==> src/rtl/matmul_sequencer_if.sv <==
// rtl/matmul_sequencer_if.sv - handshake and memory/MAC control bundle of the 8x8 matmul sequencer
//
// Signals (direction as seen from the sequencer, modport master):
//   start       in   begin a multiply, honoured only while the sequencer is idle
//   busy        out  run in progress (cycle 0 up to, not including, the done cycle)
//   done        out  one-cycle pulse after the final C write
//   rd_en       out  A/B read strobe
//   a_addr      out  A element address, row*N + k
//   b_addr      out  B row address k (one B word carries all N columns)
//   mac_en      out  MAC lanes accumulate this cycle
//   mac_clear   out  with mac_en, lanes load the product instead of accumulating
//   buf_load    out  row buffer captures all lane outputs at the end of this cycle
//   out_sel     out  buffer lane steered onto the C write data
//   c_we        out  C memory write enable
//   c_addr      out  C address, row*N + out_sel
//   clock_count out  cycles since start was accepted, saturating
// The slave modport is the mirror image, for the datapath / host side.
interface matmul_sequencer_if #(
  parameter int ADDR_W = 6,
  parameter int K_W    = 3,
  parameter int CNT_W  = 11
);
  logic              start;
  logic              busy;
  logic              done;
  logic              rd_en;
  logic [ADDR_W-1:0] a_addr;
  logic [K_W-1:0]    b_addr;
  logic              mac_en;
  logic              mac_clear;
  logic              buf_load;
  logic [K_W-1:0]    out_sel;
  logic              c_we;
  logic [ADDR_W-1:0] c_addr;
  logic [CNT_W-1:0]  clock_count;

  modport master (
    input  start,
    output busy, done, rd_en, a_addr, b_addr, mac_en, mac_clear,
           buf_load, out_sel, c_we, c_addr, clock_count
  );

  modport slave (
    output start,
    input  busy, done, rd_en, a_addr, b_addr, mac_en, mac_clear,
           buf_load, out_sel, c_we, c_addr, clock_count
  );
endinterface

==> src/rtl/matmul_sequencer.sv <==
// rtl/matmul_sequencer.sv - controller sequencing reads, MAC lanes, row buffer and C writes for C = A x B
//
// Ports:
//   clk    in  rising-edge clock
//   reset  in  synchronous, active-high; aborts any run immediately
//   bus    matmul_sequencer_if.master (start/busy/done handshake, A/B read
//          addresses, MAC enable/clear, buffer load, C write port, cycle count)
//
// Row r is issued on cycles 8r..8r+7; its products land in the MACs RD_LAT
// cycles later and the buffer captures the finished row one cycle after
// that. Draining a row (N writes) overlaps issuing the next one, so C is
// written once per cycle without gaps. RD_LAT must be 1..3.
module matmul_sequencer #(
  parameter int N      = 8,
  parameter int ADDR_W = 6,
  parameter int K_W    = 3,
  parameter int RD_LAT = 1,
  parameter int CNT_W  = 11
) (
  input  logic               clk,
  input  logic               reset,
  matmul_sequencer_if.master bus
);

  typedef enum logic [1:0] {IDLE, RUN, FLUSH, DONE} state_t;

  localparam logic [ADDR_W-1:0] LAST_IDX = ADDR_W'(N*N - 1);
  localparam logic [K_W-1:0]    LAST_K   = K_W'(N - 1);

  state_t            state;
  // Read-latency delay chains; bit 0 is the newest stage.
  logic [RD_LAT-1:0] en_sr;
  logic [RD_LAT-1:0] clr_sr;
  logic [RD_LAT-1:0] last_sr;
  // Index of the next C element to write; runs 0..N*N-1 across all rows.
  logic [ADDR_W-1:0] wr_idx;
  logic              drain_go;

  assign bus.mac_en    = en_sr[RD_LAT-1];
  assign bus.mac_clear = clr_sr[RD_LAT-1];

  // Keep writing while a fresh row was just captured, or while the current
  // row still has lanes left. A capture on the last lane of the previous
  // row chains straight into the next row.
  assign drain_go = bus.buf_load || (bus.c_we && (bus.out_sel != LAST_K));

  always_ff @(posedge clk) begin
    if (reset) begin
      state           <= IDLE;
      en_sr           <= '0;
      clr_sr          <= '0;
      last_sr         <= '0;
      wr_idx          <= '0;
      bus.busy        <= 1'b0;
      bus.done        <= 1'b0;
      bus.rd_en       <= 1'b0;
      bus.a_addr      <= '0;
      bus.b_addr      <= '0;
      bus.buf_load    <= 1'b0;
      bus.out_sel     <= '0;
      bus.c_we        <= 1'b0;
      bus.c_addr      <= '0;
      bus.clock_count <= '0;
    end else begin
      // Chains shift every cycle, including through FLUSH, so the tail of
      // the last row still reaches the MACs and the buffer.
      en_sr   <= RD_LAT'({en_sr, bus.rd_en});
      clr_sr  <= RD_LAT'({clr_sr, bus.rd_en && (bus.b_addr == '0)});
      last_sr <= RD_LAT'({last_sr, bus.rd_en && (bus.b_addr == LAST_K)});
      // One extra stage: capture after the k=N-1 product is in the MACs.
      bus.buf_load <= last_sr[RD_LAT-1];

      if (drain_go) begin
        bus.c_we    <= 1'b1;
        bus.c_addr  <= wr_idx;
        bus.out_sel <= wr_idx[K_W-1:0];
        wr_idx      <= wr_idx + 1'b1;
      end else begin
        bus.c_we <= 1'b0;
      end

      if ((state != IDLE) && (bus.clock_count != '1)) begin
        bus.clock_count <= bus.clock_count + 1'b1;
      end

      case (state)
        IDLE: begin
          if (bus.start) begin
            state           <= RUN;
            bus.busy        <= 1'b1;
            bus.clock_count <= '0;
            bus.rd_en       <= 1'b1;
            bus.a_addr      <= '0;
            bus.b_addr      <= '0;
            wr_idx          <= '0;
          end
        end
        RUN: begin
          if (bus.a_addr == LAST_IDX) begin
            bus.rd_en <= 1'b0;
            state     <= FLUSH;
          end else begin
            bus.a_addr <= bus.a_addr + 1'b1;
            bus.b_addr <= bus.b_addr + 1'b1;
          end
        end
        FLUSH: begin
          if (bus.c_we && (bus.c_addr == LAST_IDX)) begin
            state    <= DONE;
            bus.busy <= 1'b0;
            bus.done <= 1'b1;
          end
        end
        DONE: begin
          bus.done <= 1'b0;
          state    <= IDLE;
        end
        default: state <= IDLE;
      endcase
    end
  end

endmodule

==> src/flat_wrapper.sv <==
// flat-port wrapper written by rule: the top's interface ports become plain ports
module matmul_sequencer_flat 
#(
  parameter int N      = 8,
  parameter int ADDR_W = 6,
  parameter int K_W    = 3,
  parameter int RD_LAT = 1,
  parameter int CNT_W  = 11
)
  (clk, reset, bus_start, bus_busy, bus_done, bus_rd_en, bus_a_addr, bus_b_addr, bus_mac_en, bus_mac_clear, bus_buf_load, bus_out_sel, bus_c_we, bus_c_addr, bus_clock_count);
  matmul_sequencer_if #(.ADDR_W(ADDR_W), .K_W(K_W), .CNT_W(CNT_W)) bus_i ();
  input  logic clk;
  input  logic reset;
  input wire logic [$bits(bus_i.start)-1:0] bus_start;
  output wire logic [$bits(bus_i.busy)-1:0] bus_busy;
  output wire logic [$bits(bus_i.done)-1:0] bus_done;
  output wire logic [$bits(bus_i.rd_en)-1:0] bus_rd_en;
  output wire logic [$bits(bus_i.a_addr)-1:0] bus_a_addr;
  output wire logic [$bits(bus_i.b_addr)-1:0] bus_b_addr;
  output wire logic [$bits(bus_i.mac_en)-1:0] bus_mac_en;
  output wire logic [$bits(bus_i.mac_clear)-1:0] bus_mac_clear;
  output wire logic [$bits(bus_i.buf_load)-1:0] bus_buf_load;
  output wire logic [$bits(bus_i.out_sel)-1:0] bus_out_sel;
  output wire logic [$bits(bus_i.c_we)-1:0] bus_c_we;
  output wire logic [$bits(bus_i.c_addr)-1:0] bus_c_addr;
  output wire logic [$bits(bus_i.clock_count)-1:0] bus_clock_count;
  assign bus_i.start = bus_start;
  assign bus_busy = bus_i.busy;
  assign bus_done = bus_i.done;
  assign bus_rd_en = bus_i.rd_en;
  assign bus_a_addr = bus_i.a_addr;
  assign bus_b_addr = bus_i.b_addr;
  assign bus_mac_en = bus_i.mac_en;
  assign bus_mac_clear = bus_i.mac_clear;
  assign bus_buf_load = bus_i.buf_load;
  assign bus_out_sel = bus_i.out_sel;
  assign bus_c_we = bus_i.c_we;
  assign bus_c_addr = bus_i.c_addr;
  assign bus_clock_count = bus_i.clock_count;
  matmul_sequencer #(.N(N), .ADDR_W(ADDR_W), .K_W(K_W), .RD_LAT(RD_LAT), .CNT_W(CNT_W)) u_core (.clk(clk), .reset(reset), .bus(bus_i));
endmodule
==> config.mk <==
export PLATFORM = sky130hd
export DESIGN_NAME = matmul_sequencer_flat
export DESIGN_NICKNAME = d
export VERILOG_FILES = /design/src/rtl/matmul_sequencer_if.sv /design/src/rtl/matmul_sequencer.sv /design/src/flat_wrapper.sv
export SDC_FILE = /design/constraint.sdc
export NUM_CORES = 1
export LEC_CHECK = 0
export ABC_AREA = 1
export CAP_MARGIN = 10
export CORE_MARGIN = 10
export CORE_UTILIZATION = 45
export CTS_CLUSTER_DIAMETER = 50
export CTS_CLUSTER_SIZE = 24
export DETAILED_ROUTE_END_ITERATION = 12
export PLACE_DENSITY_LB_ADDON = 0.1
export SYNTH_ARGS = -nofsm -noshare
export SYNTH_HDL_FRONTEND = slang
export SYNTH_SLANG_ARGS = --single-unit
==> constraint.sdc <==
create_clock -name clk -period 4.5 [get_ports clk]
set_clock_uncertainty 0.05 [all_clocks]
set_input_delay 0.9 -clock clk [delete_from_list [all_inputs] [get_ports clk]]
set_output_delay 0.9 -clock clk [all_outputs]
set_load 0.01 [all_outputs]
# Yosys cells after proc, flatten, opt, wreduce, memory -nomap -nowiden
# Cells that the tools add are included.
dict set report word_totals {
  in_bits 3
  output_inout_bits 36
  reg_bits 45
}
dict set report classes {
  mux 24
  add_sub_neg 4
  n_eq_ne 12
  n_reduce_logical 17
}
# cell n
set ops {}
lappend ops {{11-bit two-way mux} 3}
lappend ops {{6-bit two-way mux} 5}
lappend ops {{6-bit by 1-bit adder with 6-bit output (second input constant)} 2}
lappend ops {{6-bit == test (second input constant)} 2}
lappend ops {{6-bit case mux with 2 select lines} 1}
lappend ops {{3-bit AND reduction} 4}
lappend ops {{11-bit by 1-bit adder with 11-bit output (second input constant)} 1}
lappend ops {{11-bit inequality test (second input constant)} 1}
lappend ops {{2-bit case mux with 4 select lines} 1}
lappend ops {{2-bit nonzero test} 4}
lappend ops {{2-bit two-way mux} 3}
lappend ops {{3-bit two-way mux} 2}
lappend ops {{1-bit case mux with 2 select lines} 3}
lappend ops {{3-bit case mux with 2 select lines} 1}
lappend ops {{1-bit logical AND} 5}
lappend ops {{1-bit two-way mux} 5}
lappend ops {{2-bit == test (second input constant)} 2}
lappend ops {{2-bit by 1-bit inequality test with 1-bit output (second input constant)} 2}
lappend ops {{2-bit inequality test (second input constant)} 2}
lappend ops {{3-bit by 1-bit adder with 3-bit output (second input constant)} 1}
lappend ops {{3-bit == test (second input constant)} 1}
lappend ops {{3-bit logical NOT} 1}
lappend ops {{3-bit inequality test (second input constant)} 1}
lappend ops {{2-bit by 1-bit == test with 1-bit output (second input constant)} 1}
lappend ops {{3 further kinds} 3}

# Logic depth before layout (Yosys ltp)
# Gate-level depths: netlist (run 1).
dict set report depth {
  depth_word 6
  ltp_mapped 10
}

# Worst setup path before layout (run 1)
# OpenSTA, ideal clock, no wires.
dict set report synth_timing {
  path_kind {input-to-reg}
  startpoint {input port reset}
  endpoint {register u_core.wr_idx[2]}
  arrival_time_ns 1.606
  t_required_ns 4.371
  slack_ns 2.766
  path_buffers 1
  stages 4
  path_cell_list {buf_2 > nor2_4 > clkinv_1 > nor3_1}
}
# element line
set synth_lines {}
lappend synth_lines {{start, declared} flat_wrapper.sv:13} ;# input logic reset;
lappend synth_lines {{end signal, assigned} matmul_sequencer.sv:77} ;# wr_idx <= wr_idx + 1'b1;
lappend synth_lines {{end, declared} matmul_sequencer.sv:36} ;# logic [ADDR_W-1:0] wr_idx;

# Worst setup path in the final report (run 1)
dict set report layout_timing {
  startpoint {register u_core.bus.a_addr[2]}
  endpoint {output port bus_a_addr[2]}
}
# element line
set layout_lines {}
lappend layout_lines {{start, declared} matmul_sequencer_if.sv:39} ;# output busy, done, rd_en, a_addr, b_addr, mac_en, mac_clear,
lappend layout_lines {{start signal, assigned} matmul_sequencer.sv:103} ;# bus.a_addr <= bus.a_addr + 1'b1;
lappend layout_lines {{end, declared} flat_wrapper.sv:18} ;# output wire logic [$bits(bus_i.a_addr)-1:0] bus_a_addr;
# No word-level cell between the ends.

==> metrics.md, run 1 <==
| Metric | Value |
|---|---|
| Crit-path leading delay family | buffers and inverters |
| Reg2Reg Setup Slack | about 2700 ps |
| HP Start | u_core.last_sr |
| Wire length per cell | 12.6 microns |
| Syn Nets | 301 |
| RSZ-0062 raised after global routing | false |
| Hold Crit Depth | 2 |
| Area share of the largest cell type after synthesis | 40.4% |
| Status | complete, no violations |
| Placed Area | between 2000 and 2500 sq um |
| Worst min path class | register to register |
| Placed insts | 371 |
| Worst R2R Path Depth | 7 |
| Worst skew pair latency | about 300 ps |
| Congestion Overflow GR | 0 |
| Critical-path maximum fanout | 7 |
| Die X | 88.0 microns |
| All-layer global routing usage | 13.0% |
| Dominant cell type by area after synthesis | dfxtp_1 |
| Nets | 340 |
| Ys Warns | 0 |
| Worst-Margin Slew | between 500 and 600 ps |
| CTS tree | built |
| Pwr dens | 436 nW/um^2 |
| Fin. Hold Viols | 0 |
| Slew Viols, Final | 0 |
| Area growth syn-to-layout | 24.9% |
| Reg2reg end | u_core.wr_idx[2] |
| Endpoint class of the critical path | output port |
| Row cnt | 24 |
| Endpoints failing setup | 0 |
| Clock buffer depth | 2 |
| Syn Area/Cell | 7.25 sq um |
| Hold Worst Slack | 352 ps |
| Seq/Total Area, Yosys | 40.4% |
| Core Area | 4410 sq um |
| Buf/Inv on CP | 1 |
| GP Congestion | approximately 0.84 |
| Post-layout util | 58.9% |
| Root Driver | clkbuf_8 |
| Max Cap Viol | 0 |
| Ranking of synthesized cells by area | dfxtp_1, nand2_1, nor2_1 |
| Initial antenna violation count | 0 |
| Period utilisation layout | 51.5% |
| Clk slew on worst S/H paths | 80 ps |
| Fraction of registers with async set/reset | 0% |
| Static leakage | 0.00100 uW |
| Commonest non-fill, non-tap cell in the layout | nand2_1 |
| Tmin final | roughly 2300 ps |
| Commonest cells after routing, fill and taps aside | nand2_1, dfxtp_1, clkdlybuf4s50_1, nor2_1, inv_1 |
| M3 GR Usage | 5.11% |
| DP HPWL | 3530 microns |
| Starting DRT DRC Count | 80 |
| Post-synth EDFFs | 0 |
| Io pins | 39 |
| Worst r2r src | u_core.state[0] |
| Met1 usage | between 15 and 20% |
| Detailed Routing Iterations Pass 1 | 4 |
| Cells after Synth | 287 |
| Fmax | 431 MHz |
| Worst path cell trace | clkdlybuf4s50_1 |
| Crit path max-delay cell type | clkdlybuf4s50_1 |
| Global-route wire length before repair | 8160 microns |
| Starting Density | 47.2% |
| Slew margin rel. | between 60 and 70% |
| Postcts setup bufs | 0 |
| Total CTS buffers | 5 |
| Number of global-route vias before repair | 1830 |
| CP max stage delay | about 600 ps |
| Arr. time, crit path | 1370 ps |
| Hold endpoint | u_core.bus.buf_load |
| DRT antenna net count | 0 |
| Htree depth | 2 |
| Clock sink count | 42 |
| I/O Buffers | 38 |
| Vias/cell | 5.02 |
| Fin area | 2600 sq um |
| Setup TNS | 0 ps |
| GRT met2 Usage | 21.3% |
| Largest net degree at the start of global routing | 17 |
| Die height | approximately 88 microns |
| Maximum vdd drop | between 0.0002 and 0.00025 V |
| # DRC | 0 |
| Resized Gates After CTS | 0 |
| Top Usage Layer GRT | met2 |
| Area of the die | 7750 sq um |
| Cts-stage hold buffer count | 0 |
| Post-route insts no fill | about 380 |
| Vias | 1902 |
| Kind of critical path | register to output port |
| Share of cells above drive strength 1 | around 7.3% |
| Synth cell types | 29 |
| Cell Area, Synth | approximately 2100 sq um |
| Yosys reg bits | 42 |
| Primary FF master, synth | dfxtp_1 |
| CP required | about 3600 ps |
| N_diodes | 0 |
| Type of origin of the critical path | register |
| Final Routed Wirelength | between 4000 and 5000 microns |
logic make-up after synthesis:
| logic type | count (synthesis) | share of synthesized area (%) |
|---|---|---|
| AND/OR/NAND/NOR | 143 | 30.6 |
| AO/OA/AOI/OAI | 47 | 13.0 |
| flip-flops | 42 | 40.4 |
| buffers and inverters | 41 | 8.05 |
| adder cells (fa/ha/maj) | 11 | 6.61 |
| XOR/XNOR | 3 | 1.26 |
per-layer routing:
| metal | up-vias | wire [microns] |
|---|---|---|
| met5 | - | 0 |
| met2 | 38 | 2220 |
| met3 | 7 | 344 |
| met1 | 860 | 2150 |
| met4 | 0 | 67 |
| li1 | 997 | - |
final cells by class:
type | count | area, sq um
multi-input cells | 204 | 1070
fillers | 424 | 1810
clock inverters | 3 | 40.0
clock buffers | 5 | 68.8
flip-flops and latches | 42 | 841
repair buffers | 38 | 380
inverters | 35 | 131
well taps | 52 | 65.1
metrics by stage:
stage	setup slack, ps	total power, uW
finish	2180	1130
CTS	2160	1150
global placement	1990	845
global route	2100	1210
floorplan	2770	714
detailed placement	1940	848
synth_stat cells (3+ instances only):
cell,n
nor3_1,5
nand2_1,68
inv_2,4
buf_4,3
nand2_4,3
a21oi_1,27
inv_1,30
ha_1,11
o21ai_0,14
nor2_1,37
dfxtp_1,42
nand3_1,20
registers in the layout, indices dropped and copies added, names as in the netlist:
name	count
u_core.bus.clock_count	11
u_core.bus.a_addr	6
u_core.bus.c_addr	6
u_core.wr_idx	6
u_core.bus.b_addr	3
u_core.state	2
u_core.bus.buf_load	1
u_core.bus.busy	1
u_core.bus.c_we	1
u_core.bus.done	1
u_core.bus.mac_clear	1
u_core.bus.mac_en	1
u_core.bus.rd_en	1
u_core.last_sr	1
worst max-delay path by stage:
stage / cells past startpoint / from / endpoint
3_5_place_dp: 4 / reset / u_core.wr_idx[2]
6_report: 1 / u_core.bus.a_addr[2] / bus_a_addr[2]
4_1_cts: 1 / u_core.bus.a_addr[2] / bus_a_addr[2]
2_1_floorplan: 4 / reset / u_core.wr_idx[2]
3_3_place_gp: 4 / reset / u_core.wr_idx[2]
5_1_grt: 1 / u_core.bus.a_addr[2] / bus_a_addr[2]
report_power, final:
part	switching, uW	internal, uW	total, uW
combinational	240	148	388
clock	135	163	298
sequential	37.6	411	448
total	413	722	1130
Note: power is estimated with default switching activity, not from simulation.
==> run 2, diff against run 1 <==
==> constraint.sdc (replaced) <==
create_clock -name clk -period 2.3 [get_ports clk]
set_clock_uncertainty 0.05 [all_clocks]
set_input_delay 0.46 -clock clk [delete_from_list [all_inputs] [get_ports clk]]
set_output_delay 0.46 -clock clk [all_outputs]
set_load 0.01 [all_outputs]
==> metrics.md, run 2 (synthesis gave the netlist of run 1 again) <==
| Metric | Value |
|---|---|
| Status | complete, no violations (unchanged) |
| Congestion Overflow GR | 0 (unchanged) |
| Starting DRT DRC Count | 87 (was 80) |
| Worst R2R Path Depth | 7 (unchanged) |
| CP required | 1790 ps (was 3550 ps) |
| Pwr dens | 850 nW/um^2 (was 436 nW/um^2) |
| Worst min path class | register to register (unchanged) |
| HP Start | u_core.last_sr (unchanged) |
| Htree depth | 2 (unchanged) |
| Core Area | 4410 sq um (unchanged) |
| Reg2Reg Setup Slack | 580 ps (was 2690 ps) |
| DRT antenna net count | 0 (unchanged) |
| Commonest cells after routing, fill and taps aside | nand2_1, dfxtp_1, clkdlybuf4s50_1, nor2_1, inv_1 (unchanged) |
| Vias/cell | 4.98 (was 5.02) |
| Nets | 342 (was 340) |
| Critical path depth | 1 (unchanged) |
| Maximum vdd drop | 0.000667 V (was 0.000242 V) |
| # DRC | 0 (unchanged) |
| Vias | 1898 (was 1902) |
| CTS tree | built (unchanged) |
| I/O Buffers | 38 (unchanged) |
| Fin. Hold Viols | 0 (unchanged) |
| Crit path max-delay cell type | clkdlybuf4s50_1 (unchanged) |
| Endpoint class of the critical path | output port (unchanged) |
| Hold endpoint | u_core.bus.buf_load (unchanged) |
| Row cnt | 24 (unchanged) |
| Share of cells above drive strength 1 | 7.90% (was 7.34%) |
| Fin area | 2620 sq um (was 2600 sq um) |
| Clock buffer depth | 2 (unchanged) |
| Initial antenna violation count | 0 (unchanged) |
| Slew margin rel. | 70.5% (was 65.6%) |
| Static leakage | 0.00101 uW (was 0.00100 uW) |
| Register name with the most flops | u_core.bus.clock_count (unchanged) |
| Area of the die | 7750 sq um (unchanged) |
| Reg2reg end | u_core.wr_idx[2] (unchanged) |
| Kind of critical path | register to output port (unchanged) |
| Area growth syn-to-layout | 25.6% (was 24.9%) |
| Clock sink count | 42 (unchanged) |
| DP HPWL | 3580 microns (was 3530 microns) |
| Placed Area | 2510 sq um (was 2490 sq um) |
| Slew Viols, Final | 0 (unchanged) |
| Starting Density | 47.2% (unchanged) |
| Fillers | 423 (was 424) |
| Type of origin of the critical path | register (unchanged) |
| Worst skew pair latency | 290 ps (was 300 ps) |
| Hold Crit Depth | 2 (unchanged) |
| Postcts setup bufs | 0 (unchanged) |
| Commonest non-fill, non-tap cell in the layout | nand2_1 (unchanged) |
| Endpoints failing setup | 0 (unchanged) |
| Worst-Margin Slew | 443 ps (was 514 ps) |
| Resized Gates After CTS | 0 (unchanged) |
| Root Driver | clkbuf_8 (unchanged) |
| Buf/Inv on CP | 1 (unchanged) |
| Placed insts | 373 (was 371) |
| Number of global-route vias before repair | 1832 (was 1830) |
| Clk slew on worst S/H paths | 80 ps (about the same) |
| Die X | 88.0 microns (unchanged) |
| Detailed Routing Iterations Pass 1 | 4 (unchanged) |
| Critical-path maximum fanout | 7 (unchanged) |
| N_diodes | 0 (unchanged) |
| Hold Worst Slack | 348 ps (was 352 ps) |
| CP max stage delay | 590 ps (was 600 ps) |
| All-layer global routing usage | 12.6% (was 13.0%) |
| Post-route insts no fill | 381 (was 379) |
| Fmax | 541 MHz |
| Worst path cell trace | clkdlybuf4s50_1 (unchanged) |
| Max reg flops | 11 (unchanged) |
| Global-route wire length before repair | 8050 microns (was 8160 microns) |
| Final Routed Wirelength | 4700 microns (was 4780 microns) |
| Largest net degree at the start of global routing | 16 (was 17) |
| Max Cap Viol | 0 (unchanged) |
| Crit-path leading delay family | buffers and inverters (unchanged) |
| Wire length per cell | 12.3 microns (was 12.6 microns) |
| Worst r2r src | u_core.state[0] (unchanged) |
| Tmin final | 1850 ps |
| Die height | 88.0 microns (unchanged) |
| Cts-stage hold buffer count | 0 (unchanged) |
| Setup TNS | 0 ps (unchanged) |
| Io pins | 39 (unchanged) |
| Period utilisation layout | approximately four fifths |
| Total CTS buffers | 5 (unchanged) |
| RSZ-0062 raised after global routing | false (unchanged) |
| Arr. time, crit path | 1340 ps (was 1370 ps) |
| GP Congestion | 0.832 (was 0.836) |
-- run 2: area by class of cell --
type                            count  area [sq um]  area share, %
Sequential cell                    42           841           32.2
Timing Repair Buffer               40           395           15.1
Clock buffer                        5          68.8           2.63
Tap cell                           52          65.1           2.49
Multi-Input combinational cell    204          1070           41.1
Inverter                           35           131           5.02
Clock inverter                      3          40.0           1.53
-- run 2: layer usage --
metal	routed length, microns	GRT usage (%)	part of all wire, %	vias up
met1	2080	14.3	44	844
met3	333	4.27	7.1	7
li1	-	-	-	1005
met4	59	4.28	1.3	0
met2	2230	21.5	47	42
met5	0	0	0	-
-- run 2: worst max-delay path by stage --
stage / from / to / slack [ps]
4_1_cts: u_core.bus.a_addr[0] / bus_a_addr[0] / 430
3_5_place_dp: reset / u_core.wr_idx[2] / 380
3_3_place_gp: reset / u_core.wr_idx[2] / 410
6_report: u_core.bus.a_addr[0] / bus_a_addr[0] / 450
5_1_grt: u_core.bus.a_addr[0] / bus_a_addr[0] / 380
2_1_floorplan: u_core.bus.a_addr[0] / u_core.bus.a_addr[3] / 840
-- run 2: per-stage QoR --
step	power [uW]	setup WS, ps	util, %
floorplan	1400	841	-
global placement	1660	407	56.8
detailed placement	1670	377	56.8
CTS	2250	429	59.2
global route	2380	380	59.2
finish	2220	452	59.2
-- run 2: power breakdown --
group	internal [uW]	switching, uW	leakage [uW]	total (uW)
Clock	320	259	0.0000579	579
Combinational	292	475	0.000614	767
Sequential	804	72.2	0.000341	876
Total	1420	806	0.00101	2220
==> run 3, diff against run 2 <==
==> constraint.sdc (replaced) <==
create_clock -name clk -period 1.54 [get_ports clk]
set_clock_uncertainty 0.05 [all_clocks]
set_input_delay 0.308 -clock clk [delete_from_list [all_inputs] [get_ports clk]]
set_output_delay 0.308 -clock clk [all_outputs]
set_load 0.01 [all_outputs]
==> metrics.md, run 3 (synthesis gave the netlist of run 1 again) <==
| Metric | Value |
|---|---|
| Worst-Margin Slew | 377 ps (was 443 ps) |
| Fin. Hold Viols | 0 (unchanged) |
| Postcts setup bufs | 0 (unchanged) |
| Register name with the most flops | u_core.bus.clock_count (unchanged) |
| GP Congestion | 0.805 (was 0.832) |
| Number of global-route vias before repair | 1864 (was 1832) |
| Max Cap Viol | 0 (unchanged) |
| Endpoints failing setup | 0 (unchanged) |
| Fillers | 409 (was 423) |
| Die height | 88.0 microns (unchanged) |
| Vias/cell | 4.94 (was 4.98) |
| Clock buffer depth | 2 (unchanged) |
| Die X | 88.0 microns (unchanged) |
| Crit path max-delay cell type | dfxtp_2 (was clkdlybuf4s50_1) |
| Worst r2r src | u_core.state[1] (was u_core.state[0]) |
| Kind of critical path | register to register (was register to output port) |
| Slew margin rel. | 74.6% (was 70.5%) |
| Critical Path Sink | u_core.bus.a_addr[5] (was bus_a_addr[0]) |
| Static leakage | 0.00131 uW (was 0.00101 uW) |
| N_diodes | 0 (unchanged) |
| CP required | 1710 ps (was 1790 ps) |
| Congestion Overflow GR | 0 (unchanged) |
| Io pins | 39 (unchanged) |
| Area growth syn-to-layout | 32.8% (was 25.6%) |
| Clk slew on worst S/H paths | 80 ps (about the same) |
| Reg2reg end | u_core.bus.a_addr[5] (was u_core.wr_idx[2]) |
| Initial antenna violation count | 0 (unchanged) |
| Setup TNS | 0 ps (unchanged) |
| Status | complete, no violations (unchanged) |
| Detailed Routing Iterations Pass 1 | 4 (unchanged) |
| Global-route wire length before repair | 8260 microns (was 8050 microns) |
| Wire length per cell | 12.3 microns (about the same) |
| Core Area | 4410 sq um (unchanged) |
| Row cnt | 24 (unchanged) |
| HP Start | u_core.last_sr (unchanged) |
| Endpoint class of the critical path | register (was output port) |
| Hold Crit Depth | 2 (unchanged) |
| Critical path depth | 7 (was 1) |
| Root Driver | clkbuf_8 (unchanged) |
| Critical path launch point | u_core.state[1] (was u_core.bus.a_addr[0]) |
| Critical-path maximum fanout | 7 (unchanged) |
| Vias | 1982 (was 1898) |
| Nets | 362 (was 342) |
| Final Routed Wirelength | 4930 microns (was 4700 microns) |
| Crit-path leading delay family | compound AO/OA/AOI/OAI gates (was buffers and inverters) |
| Fmax | approximately 700 MHz |
| All-layer global routing usage | 12.9% (was 12.6%) |
| Post-layout util | 62.6% (was 59.2%) |
| Total CTS buffers | 5 (unchanged) |
| Pwr dens | 1210 nW/um^2 (was 850 nW/um^2) |
| Worst skew pair latency | 290 ps (about the same) |
| # DRC | 0 (unchanged) |
| Area of the die | 7750 sq um (unchanged) |
| DRT antenna net count | 0 (unchanged) |
| Slew Viols, Final | 0 (unchanged) |
| Type of origin of the critical path | register (unchanged) |
| Maximum vdd drop | 0.000672 V (was 0.000667 V) |
| CTS tree | built (unchanged) |
| Clock sink count | 42 (unchanged) |
| Tmin final | 1430 ps |
| Max reg flops | 11 (unchanged) |
| Cts-stage hold buffer count | 0 (unchanged) |
| Worst min path class | register to register (unchanged) |
| Starting Density | 47.2% (unchanged) |
| Buf/Inv on CP | 2 (was 1) |
| Reg2Reg Setup Slack | 110 ps (was 580 ps) |
| DP HPWL | 3750 microns (was 3580 microns) |
| Htree depth | 2 (unchanged) |
| Share of cells above drive strength 1 | 16.6% (was 7.90%) |
| Commonest cells after routing, fill and taps aside | nand2_1, dfxtp_1, nor2_1, dlygate4sd2_1, inv_1 (was nand2_1, dfxtp_1, clkdlybuf4s50_1, nor2_1, inv_1) |
| Arr. time, crit path | 1610 ps (was 1340 ps) |
| RSZ-0062 raised after global routing | true (was false) |
| Commonest non-fill, non-tap cell in the layout | nand2_1 (unchanged) |
| Period utilisation layout | 92.9% |
| I/O Buffers | 38 (unchanged) |
| Largest net degree at the start of global routing | 13 (was 16) |
| Worst path cell trace | inv_2 -> ha_4 -> inv_2 -> nand2_1 -> a21oi_4 -> nand2_1 -> a21oi_1 (was clkdlybuf4s50_1) |
| Starting DRT DRC Count | 134 (was 87) |
| Worst R2R Path Depth | 7 (unchanged) |
| CP max stage delay | 350 ps (was 590 ps) |
[run 3: cell count changes in the layout (fill, tap and decap cells not counted), moves of 2 or more]
cell	before	now
clkdlybuf4s50_1	38	2
dlygate4sd2_1	0	33
buf_4	2	21
dfxtp_1	42	38
dfxtp_2	0	4
dlymetal6s2s_1	0	3
ha_1	11	8
nand2_2	1	4
ha_2	0	2
nand2_1	68	66
nor2_1	37	35
[run 3: timing repair]
item | 4_1_cts | 5_1_grt
gates cloned | 0 | 1
pin swaps | 1 | 3
setup endpoints to repair | 43 | 29
gates resized for setup | 38 | 15
[run 3: layout make-up]
type                       instances  area, sq um  area share (%)
multi-input combinational        205         1120            40.7
clock buffer                       7         86.3            3.12
inverter                          35          134            4.84
clock inverter                     1         5.00           0.181
tap                               52         65.1            2.35
timing repair buffer              59          504            18.2
sequential                        42          846            30.6
[run 3: worst register-to-register path: stages, from the launching register on]
cell and delay, ps:
dfxtp_2 350, inv_2 70, ha_4 160, inv_2 110, nand2_1 150, a21oi_4 270, nand2_1 90, a21oi_1 120
[run 3: power breakdown]
group | total (uW) | switching [uW] | internal [uW]
combinational | 1320 | 797 | 523
clock | 738 | 376 | 362
sequential | 1290 | 81.4 | 1200
total | 3340 | 1260 | 2090
[run 3: metrics by stage]
step / cells / total power (uW) / hold slack [ps] / area, sq um / setup slack [ps]
floorplan: 287 / 2090 / 338 / 2080 / 80.6
global placement: 392 / 2610 / 355 / 2650 / -22.0
detailed placement: 392 / 2620 / 353 / 2650 / -49.8
CTS: 400 / 3310 / 368 / 2710 / 11.0
global route: 401 / 3590 / 397 / 2760 / -3.73
finish: 401 / 3340 / 367 / 2760 / 109
[run 3: metal layers]
| layer | vias up | routed length (microns) | global-route usage, % |
|---|---|---|---|
| li1 | 1045 | - | - |
| met1 | 895 | 2260 | 14.6 |
| met2 | 37 | 2360 | 22.0 |
| met3 | 5 | 262 | 4.46 |
| met4 | 0 | 49 | 4.28 |
| met5 | - | 0 | 0 |
[run 3: worst min path at each step]
stage               slack [ps]                   to
floorplan                  340  u_core.bus.buf_load
global placement           350  u_core.bus.buf_load
detailed placement         350  u_core.bus.buf_load
CTS                        370  u_core.bus.buf_load
global route               400  u_core.bus.buf_load
finish                     370  u_core.bus.buf_load
